<file path="config.mk">
export PLATFORM = sky130hd
export DESIGN_NAME = pipe_hazard_sequencer
export DESIGN_NICKNAME = d
export VERILOG_FILES = /design/src/rtl/pipe_hazard_sequencer.sv
export SDC_FILE = /design/constraint.sdc
export NUM_CORES = 1
export LEC_CHECK = 0
export ABC_AREA = 1
export CAP_MARGIN = 20
export CORE_MARGIN = 2
export CORE_UTILIZATION = 29
export CTS_CLUSTER_SIZE = 14
export DETAILED_ROUTE_END_ITERATION = 10
export GPL_TIMING_DRIVEN = 0
export PLACE_DENSITY = 0.8
export REMOVE_ABC_BUFFERS = 1
export SLEW_MARGIN = 20
export SYNTH_ARGS = -nofsm -noshare
export SYNTH_HDL_FRONTEND = slang
export SYNTH_SLANG_ARGS = --single-unit
</file>
<file path="constraint.sdc">
create_clock -name clk -period 1.6 [get_ports clk]
set_input_delay 0.32 -clock clk [delete_from_list [all_inputs] [get_ports clk]]
set_output_delay 0.32 -clock clk [all_outputs]
set_load 0.01 [all_outputs]
</file>
<file path="src/rtl/pipe_hazard_sequencer.sv">
// Y86-64 five-stage pipeline control: hazard decode into stall/bubble controls plus a
// run/drain/halt sequencer. Optional hazard counters are built when PIPE_PERF_CNT_EN is defined.
module pipe_hazard_sequencer #(
  parameter int CNT_W = 32
) (
  input  logic             clk,
  input  logic             rst,
  input  logic             start,
  input  logic [3:0]       D_icode,
  input  logic [3:0]       E_icode,
  input  logic [3:0]       M_icode,
  input  logic [3:0]       E_dstM,
  input  logic [3:0]       d_srcA,
  input  logic [3:0]       d_srcB,
  input  logic             e_cnd,
  input  logic [3:0]       m_stat,
  input  logic [3:0]       W_stat,
  output logic             F_stall,
  output logic             D_stall,
  output logic             D_bubble,
  output logic             E_bubble,
  output logic             M_bubble,
  output logic             W_stall,
  output logic             halted,
  output logic [3:0]       halt_stat,
  output logic [CNT_W-1:0] cyc_cnt,
  output logic [CNT_W-1:0] lu_cnt,
  output logic [CNT_W-1:0] mp_cnt,
  output logic [CNT_W-1:0] ret_cnt,
  output logic [1:0]       dbg_state
);

  localparam logic [3:0] I_JXX    = 4'h7;
  localparam logic [3:0] I_MRMOVQ = 4'h5;
  localparam logic [3:0] I_POPQ   = 4'hB;
  localparam logic [3:0] I_RET    = 4'h9;
  localparam logic [3:0] R_NONE   = 4'hF;
  localparam logic [3:0] S_AOK    = 4'h1;

  typedef enum logic [1:0] {
    ST_IDLE   = 2'd0,
    ST_RUN    = 2'd1,
    ST_DRAIN  = 2'd2,
    ST_HALTED = 2'd3
  } state_e;

  state_e     state_q, state_d;
  logic       halted_q, halted_d;
  logic [3:0] halt_stat_q, halt_stat_d;
  logic       lu, mp, rt, exc_m, exc_w;

  always_comb begin
    lu    = ((E_icode == I_MRMOVQ) || (E_icode == I_POPQ)) && (E_dstM != R_NONE) &&
            ((E_dstM == d_srcA) || (E_dstM == d_srcB));
    mp    = (E_icode == I_JXX) && !e_cnd;
    rt    = (D_icode == I_RET) || (E_icode == I_RET) || (M_icode == I_RET);
    exc_m = (m_stat != S_AOK);
    exc_w = (W_stat != S_AOK);
  end

  always_comb begin
    state_d     = state_q;
    halt_stat_d = halt_stat_q;
    F_stall     = 1'b1;
    D_stall     = 1'b0;
    D_bubble    = 1'b1;
    E_bubble    = 1'b1;
    M_bubble    = 1'b1;
    W_stall     = 1'b0;
    case (state_q)
      ST_IDLE: begin
        if (start) state_d = ST_RUN;
      end
      ST_RUN: begin
        // Load-use wins over ret: the ret stays parked in D while it is held, not bubbled.
        F_stall  = lu | rt;
        D_stall  = lu;
        D_bubble = mp | (!lu & rt);
        E_bubble = mp | lu;
        M_bubble = exc_m | exc_w;
        W_stall  = exc_w;
        if (exc_m || exc_w) state_d = ST_DRAIN;
      end
      ST_DRAIN: begin
        D_stall  = 1'b1;
        D_bubble = 1'b0;
        W_stall  = exc_w;
        if (exc_w) begin
          halt_stat_d = W_stat;
          state_d     = ST_HALTED;
        end
      end
      default: begin
        D_stall  = 1'b1;
        D_bubble = 1'b0;
        E_bubble = 1'b0;
        W_stall  = 1'b1;
      end
    endcase
    halted_d = (state_d == ST_HALTED);
  end

  always_ff @(posedge clk) begin
    if (rst) begin
      state_q     <= ST_IDLE;
      halted_q    <= 1'b0;
      halt_stat_q <= 4'h0;
    end else begin
      state_q     <= state_d;
      halted_q    <= halted_d;
      halt_stat_q <= halt_stat_d;
    end
  end

  assign halted    = halted_q;
  assign halt_stat = halt_stat_q;
  assign dbg_state = state_q;

`ifdef PIPE_PERF_CNT_EN
  logic [CNT_W-1:0] cyc_cnt_q, cyc_cnt_d;
  logic [CNT_W-1:0] lu_cnt_q, lu_cnt_d;
  logic [CNT_W-1:0] mp_cnt_q, mp_cnt_d;
  logic [CNT_W-1:0] ret_cnt_q, ret_cnt_d;
  logic             in_run;

  function automatic logic [CNT_W-1:0] sat_inc(input logic [CNT_W-1:0] v, input logic en);
    if (en && (v != {CNT_W{1'b1}})) return v + {{(CNT_W-1){1'b0}}, 1'b1};
    return v;
  endfunction

  always_comb begin
    in_run    = (state_q == ST_RUN);
    cyc_cnt_d = sat_inc(cyc_cnt_q, in_run);
    lu_cnt_d  = sat_inc(lu_cnt_q, in_run & lu);
    mp_cnt_d  = sat_inc(mp_cnt_q, in_run & mp);
    ret_cnt_d = sat_inc(ret_cnt_q, in_run & rt & !lu);
  end

  always_ff @(posedge clk) begin
    if (rst) begin
      cyc_cnt_q <= '0;
      lu_cnt_q  <= '0;
      mp_cnt_q  <= '0;
      ret_cnt_q <= '0;
    end else begin
      cyc_cnt_q <= cyc_cnt_d;
      lu_cnt_q  <= lu_cnt_d;
      mp_cnt_q  <= mp_cnt_d;
      ret_cnt_q <= ret_cnt_d;
    end
  end

  assign cyc_cnt = cyc_cnt_q;
  assign lu_cnt  = lu_cnt_q;
  assign mp_cnt  = mp_cnt_q;
  assign ret_cnt = ret_cnt_q;
`else
  assign cyc_cnt = '0;
  assign lu_cnt  = '0;
  assign mp_cnt  = '0;
  assign ret_cnt = '0;
`endif

endmodule
</file>
==> results of run 1 <==
[through the flow]
step / utilization, % / setup TNS [ns] / hold slack, ns / worst slack, ns
floorplan: - / 0 / 0.389 / 0.138
global placement: 31.9 / -3.53 / 0.459 / -0.747
detailed placement: 31.9 / -3.64 / 0.461 / -0.784
CTS: 34.2 / -0.0428 / 0.466 / -0.0428
global route: 34.2 / -0.136 / 0.493 / -0.0839
finish: 34.2 / -0.0200 / 0.459 / -0.0200
[state kept, by name, indices dropped and copies added (netlist names)]
register,flops
halt_stat,4
halted,1
dbg_state,2
[area by class of cell]
type	instances	share of cell area (%)
multi-input combinational	224	54.8
timing repair buffer	58	24.1
sequential	7	7.79
inverter	30	6.21
tap	72	4.76
clock buffer	4	2.38
[cells in the mapped netlist (all sizes together)]
cell	instances
a21oi	10
nand2	52
nand3	8
buf	128
nand4	3
conb	1
nand3b	1
a31oi	2
dfxtp	7
o21ai	1
o211ai	1
inv	30
nor2	14
ha	4
[power breakdown]
| part | switching (mW) | internal (mW) |
|---|---|---|
| sequential | 0.0452 | 0.236 |
| combinational | 0.694 | 0.537 |
| clock | 0.0682 | 0.172 |
[kinds of logic after synthesis]
group / Yosys count
DFF: 7
adders and majority gates: 4
and+or+nand+nor: 78
buffers and inverters: 158
AOI/OAI and AO/OA: 14
other: 1
[how the worst min path moves through the flow]
stage / from / depth (start not counted) / endpoint / slack, ns
3_3_place_gp: halt_stat[1] / 2 / halt_stat[1] / 0.46
3_5_place_dp: halt_stat[2] / 2 / halt_stat[2] / 0.46
2_1_floorplan: rst / 1 / halt_stat[0] / 0.39
4_1_cts: halt_stat[2] / 2 / halt_stat[2] / 0.47
6_report: halt_stat[3] / 2 / halt_stat[3] / 0.46
5_1_grt: halt_stat[3] / 2 / halt_stat[3] / 0.49
[critical path, delay by kind of cell, from the launching register on]
family                     cells  cell delay, ns
DFF                            1            0.38
buffers and inverters          3            0.25
AOI/OAI and AO/OA              2            0.18
adders and majority gates      1            0.17
and+or+nand+nor                1            0.08
[repair_timing]
item,CTS,global route
resized for setup,88,31
pin swaps,24,21
setup buffers,7,3
gates cloned,0,0
endpoints found under the setup margin,6,6
[layer usage]
layer  global-route usage, %  up-vias  wire length (µm)  share of wire, %
met5                       0        -                 0                 0
li1                        -      656                 -                 -
met4                    3.22        0                21              0.68
met1                    7.32      582               949                31
met2                    17.3       87              1820                59
met3                    1.46        2               293               9.5
==> results.sh, run 1 <==
export IMPL_fin_crit_sh_pct=101
export IMPL_totalPowerFinal_mw=1.75
export IMPL_gp_congestion=0.788
export IMPL_synth_compound_area_share_pct=5.13
export IMPL_peakVddDrop_v=0.000484
export IMPL_synth_avg_cell_area_um2=6.42
export IMPL_synth_top_cell_area_share_pct=57.1
export IMPL_cp_endpoint="E_bubble"
export IMPL_ant_nets=0
export IMPL_cp_start_kind="flip-flop"
export IMPL_cp_end_kind="output port"
export IMPL_cts_tree="built"
export IMPL_core_area_um2=5540
export IMPL_criticalPathCategory="flip-flop to output port"
export IMPL_grt_pass1_wl_um=4180
export IMPL_powerDensity_nw_per_um2=924
export IMPL_ctsHoldBuffers=0
export IMPL_fmax_mhz=617
export IMPL_synth_xor_xnor_area_share_pct=0
export IMPL_clock_sinks=7
export IMPL_start_util_pct=30.4
export IMPL_dieArea_um2=6430
export IMPL_grt_remaining_overflow=0
export IMPL_yosys_cell_types_count=19
export IMPL_cts_made_buffers=3
export IMPL_routed_via_count=1327
export IMPL_syn_to_final_growth_pct=12.6
export IMPL_slew_viol_final=0
export IMPL_chipHeight_um=80.2
export IMPL_synth_seq_area_share_pct=8.33
export IMPL_cp_startpoint="dbg_state[0]"
export IMPL_synth_mux_area_share_pct=0
export IMPL_io_pins=177
export IMPL_status="finished, violations left"
export IMPL_maxCapViolCount=0
export IMPL_cp_required_ns=1.28
export IMPL_fin_ws_ns=-0.0200
export IMPL_min_period_ns=1.62
export IMPL_violations="negative setup slack"
export IMPL_port_buffers=48
export IMPL_worst_path_max_fanout=4
export IMPL_regArea_um2=148
export IMPL_finalNetCount=364
export IMPL_cpPeakStageDelay_ns=0.38
export IMPL_synthAdderAreaFrac_pct=2.97
export IMPL_cts_root_buf="clkbuf_8"
export IMPL_worst_path_max_delay_cell="dfxtp_4"
export IMPL_reg2reg_depth=8
export IMPL_fp_row_count=27
export IMPL_setup_violations=1
export IMPL_fin_skew_ns=0.00315
export IMPL_ys_top_cells_by_area="buf_4, nand2_1, dfxtp_1, inv_1, ha_1"
export IMPL_drive_gt1_share_pct=21.1
export IMPL_insertion_delay_ns=0.22
export IMPL_wl_per_cell_um=7.80
export IMPL_drt_iter0_markers=30
export IMPL_groute_usage_overall_pct=8.13
export IMPL_design_area_um2=1890
export IMPL_final_common_cell="conb_1"
export IMPL_r2r_end="halted"
export IMPL_grt_pass1_vias=1039
export IMPL_yosys_warnings=0
export IMPL_fin_cells=395
export IMPL_synth_top_family_by_area="buffers and inverters"
export IMPL_cts_buffer_depth=2
export IMPL_final_cell_mix="conb_1, nand2_1, inv_1, clkdlybuf4s50_1, buf_2"
export IMPL_grt_max_degree=8
export IMPL_finalWirelength_um=3080
export IMPL_hold_class="flip-flop to flip-flop"
export IMPL_antennaDiodeCount=0
export IMPL_clkTransAtPathRegs_ns=0.04
export IMPL_drt_pass1_iterations=4
export IMPL_multi_input_area_um2=1040
export IMPL_finalHoldViolCount=0
export IMPL_path_cells="inv_4 -> ha_4 -> a31oi_4 -> nand2_1 -> inv_2 -> a21oi_2 -> buf_2"
export IMPL_h_tree_depth=1
export IMPL_rrSetupSlack_ns=0.34
export IMPL_synth_area_leader_cell="buf_4"
export IMPL_synth_simple_area_share_pct=19.6
export IMPL_via_per_inst=3.36
export IMPL_grt_setup_unrepaired="yes"
export IMPL_place_hpwl_um=2610
export IMPL_arrival_ns=1.30
export IMPL_antenna_found_initial=0
export IMPL_netlist_instances=262
export IMPL_dpl_cell_area_um2=1770
export IMPL_synth_area_um2=1680
export IMPL_timing_rr_start="dbg_state[1]"
export IMPL_die_x_um=80.2
export IMPL_ys_ff_latch=7
export IMPL_leakage_nw=1.12
export IMPL_nFillCells=599
export IMPL_post_place_cells=381
export IMPL_drc=0
Note: power is estimated with default switching activity, not from simulation.
==> inputs of run 2 (changes only) <==
--- a/config.mk
+++ b/config.mk
@@ -8,11 +8,11 @@
 export ABC_AREA = 1
 export CAP_MARGIN = 20
 export CORE_MARGIN = 2
-export CORE_UTILIZATION = 29
+export CORE_UTILIZATION = 26
 export CTS_CLUSTER_SIZE = 14
 export DETAILED_ROUTE_END_ITERATION = 10
 export GPL_TIMING_DRIVEN = 0
-export PLACE_DENSITY = 0.8
+export PLACE_DENSITY = 0.75
 export REMOVE_ABC_BUFFERS = 1
 export SLEW_MARGIN = 20
 export SYNTH_ARGS = -nofsm -noshare
==> constraint.sdc (replaced) <==
create_clock -name clk -period 1.3 [get_ports clk]
set_input_delay 0.26 -clock clk [delete_from_list [all_inputs] [get_ports clk]]
set_output_delay 0.26 -clock clk [all_outputs]
set_load 0.01 [all_outputs]
==> results.sh, run 2 (same netlist as run 1, synthesis figures left out) <==
export IMPL_powerDensity_nw_per_um2=1150
export IMPL_cp_end_kind="output port"
export IMPL_hold_path_end="halt_stat[1]"
export IMPL_ctsHoldBuffers=0
export IMPL_start_util_pct=26.7
export IMPL_design_area_um2=1940
export IMPL_hold_class="input port to flip-flop"
export IMPL_antenna_found_initial=0
export IMPL_grt_setup_unrepaired="yes"
export IMPL_share_seq_of_total_power_pct=15.6
export IMPL_grt_pass1_wl_um=4190
export IMPL_place_hpwl_um=2710
export IMPL_fin_crit_sh_pct=119
export IMPL_cp_start_kind="flip-flop"
export IMPL_antennaDiodeCount=0
export IMPL_setup_violations=6
export IMPL_dpl_cell_area_um2=1780
export IMPL_clkPwrFrac_pct=13.4
export IMPL_hold_depth=3
export IMPL_min_period_ns=1.55
export IMPL_finalNetCount=370
export IMPL_clock_sinks=7
export IMPL_drt_pass1_iterations=4
export IMPL_grt_remaining_overflow=0
export IMPL_port_buffers=48
export IMPL_fin_ws_ns=-0.251
export IMPL_ant_nets=0
export IMPL_fp_row_count=29
export IMPL_grt_max_degree=8
export IMPL_r2r_end="dbg_state[1]"
export IMPL_drive_gt1_share_pct=21.0
export IMPL_final_common_cell="conb_1"
export IMPL_h_tree_depth=1
export IMPL_fmax_mhz=645
export IMPL_cpPeakStageDelay_ns=0.38
export IMPL_wl_per_cell_um=7.72
export IMPL_syn_to_final_growth_pct=15.3
export IMPL_hp_start="W_stat[1]"
export IMPL_leakage_nw=1.17
export IMPL_timing_rr_start="dbg_state[1]"
export IMPL_worst_path_max_delay_cell="dfxtp_4"
export IMPL_chipHeight_um=84.5
export IMPL_nFillCells=693
export IMPL_maxCapViolCount=0
export IMPL_gp_congestion=0.681
export IMPL_grt_pass1_vias=1063
export IMPL_insertion_delay_ns=0.22
export IMPL_largest_reg_flops=4
export IMPL_path_cells="inv_6 -> ha_4 -> a31oi_4 -> nand2_1 -> inv_2 -> a21oi_2 -> buf_2"
export IMPL_drt_iter0_markers=18
export IMPL_peakVddDrop_v=0.000385
export IMPL_clkTransAtPathRegs_ns=0.04
export IMPL_final_cell_mix="conb_1, nand2_1, dlygate4sd2_1, inv_1, buf_4"
export IMPL_p_switching_mw=1.01
export IMPL_die_x_um=84.5
export IMPL_combPwrFrac_pct=70.9
export IMPL_cts_made_buffers=3
export IMPL_finalWirelength_um=3130
export IMPL_routed_via_count=1365
export IMPL_via_per_inst=3.36
export IMPL_worst_path_max_fanout=4
export IMPL_fin_skew_ns=0.00202
export IMPL_drc=0
export IMPL_arrival_ns=1.29
export IMPL_criticalPathCategory="flip-flop to output port"
export IMPL_power_switching_share_pct=45.1
export IMPL_reg2reg_depth=8
export IMPL_cts_buffer_depth=2
export IMPL_fin_util_pct=30.7
export IMPL_internal_power_mw=1.22
export IMPL_io_pins=177
export IMPL_cts_root_buf="clkbuf_8"
export IMPL_setup_tns_ns=-1.03
export IMPL_groute_usage_overall_pct=7.23
export IMPL_rrSetupSlack_ns=0.01
export IMPL_cts_tree="built"
export IMPL_cp_required_ns=1.04
export IMPL_status="finished, violations left"
export IMPL_core_area_um2=6310
export IMPL_violations="negative setup slack"
export IMPL_finalHoldViolCount=0
export IMPL_dieArea_um2=7130
export IMPL_slew_viol_final=0
[run 2: through the flow]
stage | worst slack [ns] | instances | power, mW | hold slack [ns]
2_1_floorplan | -0.102 | 261 | 1.04 | 0.329
6_report | -0.251 | 406 | 2.23 | 0.452
4_1_cts | -0.256 | 401 | 2.11 | 0.453
3_5_place_dp | -0.979 | 386 | 1.61 | 0.459
3_3_place_gp | -0.930 | 386 | 1.60 | 0.456
5_1_grt | -0.310 | 406 | 2.40 | 0.464
[run 2: critical path: cells and delay by family, from the launching register on]
family / cells / cell delay (ns)
and+or+nand+nor: 1 / 0.08
buffers and inverters: 3 / 0.25
AOI/OAI and AO/OA: 2 / 0.18
adders and majority gates: 1 / 0.17
DFF: 1 / 0.38
[run 2: worst max path at each step]
stage / start / endpoint / slack (ns) / cells past startpoint
2_1_floorplan: dbg_state[0] / E_bubble / -0.10 / 6
3_3_place_gp: E_dstM[1] / E_bubble / -0.93 / 10
3_5_place_dp: E_icode[2] / E_bubble / -0.98 / 8
4_1_cts: dbg_state[0] / E_bubble / -0.26 / 7
5_1_grt: e_cnd / E_bubble / -0.31 / 7
6_report: dbg_state[0] / E_bubble / -0.25 / 7
[run 2: layout make-up]
type	count	area [µm²]	area share [%]
Clock buffer	4	45.0	2.32
Tap cell	77	96.3	4.96
Sequential cell	7	148	7.61
Multi-Input combinational cell	224	1030	52.9
Inverter	30	120	6.19
Timing Repair Buffer	64	505	26.0
[run 2: power by group through the flow]
stage	Combinational (mW)	Clock, mW	Sequential [mW]
floorplan	0.689	0	0.347
finish	1.58	0.300	0.348
CTS	1.46	0.305	0.344
detailed placement	1.28	0	0.327
global route	1.72	0.320	0.357
global placement	1.27	0	0.322
[run 2: timing repair]
item	CTS	global route
resized for setup	112	14
setup buffers	11	5
pin swaps	35	17
endpoints found under the setup margin	15	9
[run 2: routing by layer]
layer  routed length [µm]  track usage, %  vias to the layer above
li1                     -               -                      670
met1                  966            5.95                      602
met2                 1820            16.0                       89
met3                  301            1.57                        4
met4                   42            2.60                        0
met5                    0               0                        -
==> inputs of run 3 (changes only) <==
--- a/config.mk
+++ b/config.mk
@@ -11,9 +11,9 @@
 export CORE_UTILIZATION = 26
 export CTS_CLUSTER_SIZE = 14
 export DETAILED_ROUTE_END_ITERATION = 10
-export GPL_TIMING_DRIVEN = 0
 export PLACE_DENSITY = 0.75
 export REMOVE_ABC_BUFFERS = 1
+export SETUP_SLACK_MARGIN = 0.1
 export SLEW_MARGIN = 20
 export SYNTH_ARGS = -nofsm -noshare
 export SYNTH_HDL_FRONTEND = slang
==> results.sh, run 3 (same netlist as run 1, synthesis figures left out) <==
export IMPL_status="finished, violations left"
export IMPL_violations="negative setup slack"
export IMPL_clkPwrFrac_pct=12.3
export IMPL_grt_pass1_vias=1040
export IMPL_syn_to_final_growth_pct=23.9
export IMPL_grt_setup_unrepaired="yes"
export IMPL_drive_gt1_share_pct=26.6
export IMPL_fin_crit_sh_pct=119
export IMPL_chipHeight_um=84.5
export IMPL_slew_viol_final=0
export IMPL_final_common_cell="conb_1"
export IMPL_dieArea_um2=7130
export IMPL_peakVddDrop_v=0.000619
export IMPL_antenna_found_initial=0
export IMPL_path_cells="inv_4 -> ha_4 -> a31oi_4 -> buf_4 -> nand2_1 -> buf_2"
export IMPL_powerDensity_nw_per_um2=1160
export IMPL_p_switching_mw=1.11
export IMPL_fin_ws_ns=-0.248
export IMPL_cp_start_kind="flip-flop"
export IMPL_finalNetCount=376
export IMPL_fin_util_pct=33.0
export IMPL_finalWirelength_um=3280
export IMPL_core_area_um2=6310
export IMPL_maxCapViolCount=0
export IMPL_hold_class="flip-flop to flip-flop"
export IMPL_power_switching_share_pct=45.8
export IMPL_worst_path_max_fanout=4
export IMPL_internal_power_mw=1.31
export IMPL_wl_per_cell_um=7.96
export IMPL_antennaDiodeCount=0
export IMPL_final_cell_mix="conb_1, nand2_1, dlygate4sd2_1, buf_4, inv_1"
export IMPL_start_util_pct=26.7
export IMPL_worst_path_max_delay_cell="dfxtp_4"
export IMPL_grt_remaining_overflow=0
export IMPL_clock_sinks=7
export IMPL_cts_tree="built"
export IMPL_gp_congestion=0.747
export IMPL_grt_pass1_wl_um=4450
export IMPL_largest_reg_flops=4
export IMPL_drt_pass1_iterations=4
export IMPL_crit_family="flip-flops"
export IMPL_setup_tns_ns=-1.09
export IMPL_cp_required_ns=1.04
export IMPL_io_pins=177
export IMPL_h_tree_depth=1
export IMPL_die_x_um=84.5
export IMPL_share_seq_of_total_power_pct=14.0
export IMPL_criticalPathCategory="flip-flop to output port"
export IMPL_post_place_cells=403
export IMPL_drt_iter0_markers=33
export IMPL_combPwrFrac_pct=73.7
export IMPL_place_hpwl_um=2800
export IMPL_cp_end_kind="output port"
export IMPL_leakage_nw=1.21
export IMPL_cts_buffer_depth=2
export IMPL_fp_row_count=29
export IMPL_routed_via_count=1387
export IMPL_clkTransAtPathRegs_ns=0.04
export IMPL_fin_cells=412
export IMPL_cts_root_buf="clkbuf_8"
export IMPL_insertion_delay_ns=0.22
export IMPL_drc=0
export IMPL_grt_max_degree=7
export IMPL_setup_violations=6
export IMPL_groute_usage_overall_pct=7.58
export IMPL_min_period_ns=1.55
export IMPL_cts_made_buffers=3
export IMPL_cpPeakStageDelay_ns=0.37
export IMPL_port_buffers=48
export IMPL_fmax_mhz=646
export IMPL_finalHoldViolCount=0
export IMPL_path_buf_inv=3
export IMPL_fin_skew_ns=0.000635
export IMPL_via_per_inst=3.37
export IMPL_ant_nets=0
export IMPL_arrival_ns=1.29
## run 3: path summary, 6_finish.rpt
kind / end / slack (ns) / depth (start not counted) / from
max: D_bubble / -0.25 / 6 / dbg_state[0]
min: halt_stat[2] / 0.46 / 2 / halt_stat[2]
max reg2reg: dbg_state[1] / 0.05 / 7 / dbg_state[0]
min reg2reg: halt_stat[2] / 0.46 / 2 / halt_stat[2]
## run 3: repair_timing
item	in CTS	in global routing
setup buffers	4	2
endpoints found under the setup margin	20	14
cloned	0	0
gates resized for setup	114	30
pin swaps	30	15
hold buffers	0	0
## run 3: tightest hold or removal path, stage by stage (launching register included)
cell and delay (ns):
dfxtp_1 0.30, nand2_1 0.06, a21oi_1 0.05
## run 3: area by class of cell
class,count,area [µm²]
fill,699,4230
tap,77,96.3
sequential,7,145
multi-input combinational,224,1100
inverter,30,120
timing repair buffer,70,576
clock buffer,4,45.0
## run 3: power by group through the flow
| stage | Clock [mW] | Combinational (mW) | Sequential [mW] |
|---|---|---|---|
| 6_report | 0.296 | 1.78 | 0.338 |
| 5_1_grt | 0.325 | 1.95 | 0.346 |
| 4_1_cts | 0.307 | 1.63 | 0.339 |
| 3_5_place_dp | 0 | 1.48 | 0.312 |
| 3_3_place_gp | 0 | 1.48 | 0.310 |
| 2_1_floorplan | 0 | 0.689 | 0.347 |
## run 3: per-layer routing
layer / wire (µm) / global-route usage [%]
met1: 1080 / 7.73
met3: 311 / 1.18
met2: 1830 / 15.1
met4: 56 / 3.17
met5: 0 / 0
## run 3: stage by stage
| stage | cell area (µm²) | hold WS (ns) | total power, mW | setup slack [ns] |
|---|---|---|---|---|
| after floorplan | 1200 | 0.329 | 1.04 | -0.102 |
| after global placement | 1900 | 0.454 | 1.79 | -0.969 |
| after detailed placement | 1900 | 0.457 | 1.80 | -0.985 |
| after CTS | 2030 | 0.457 | 2.28 | -0.239 |
| after global routing | 2090 | 0.474 | 2.62 | -0.304 |
| final | 2090 | 0.465 | 2.41 | -0.248 |
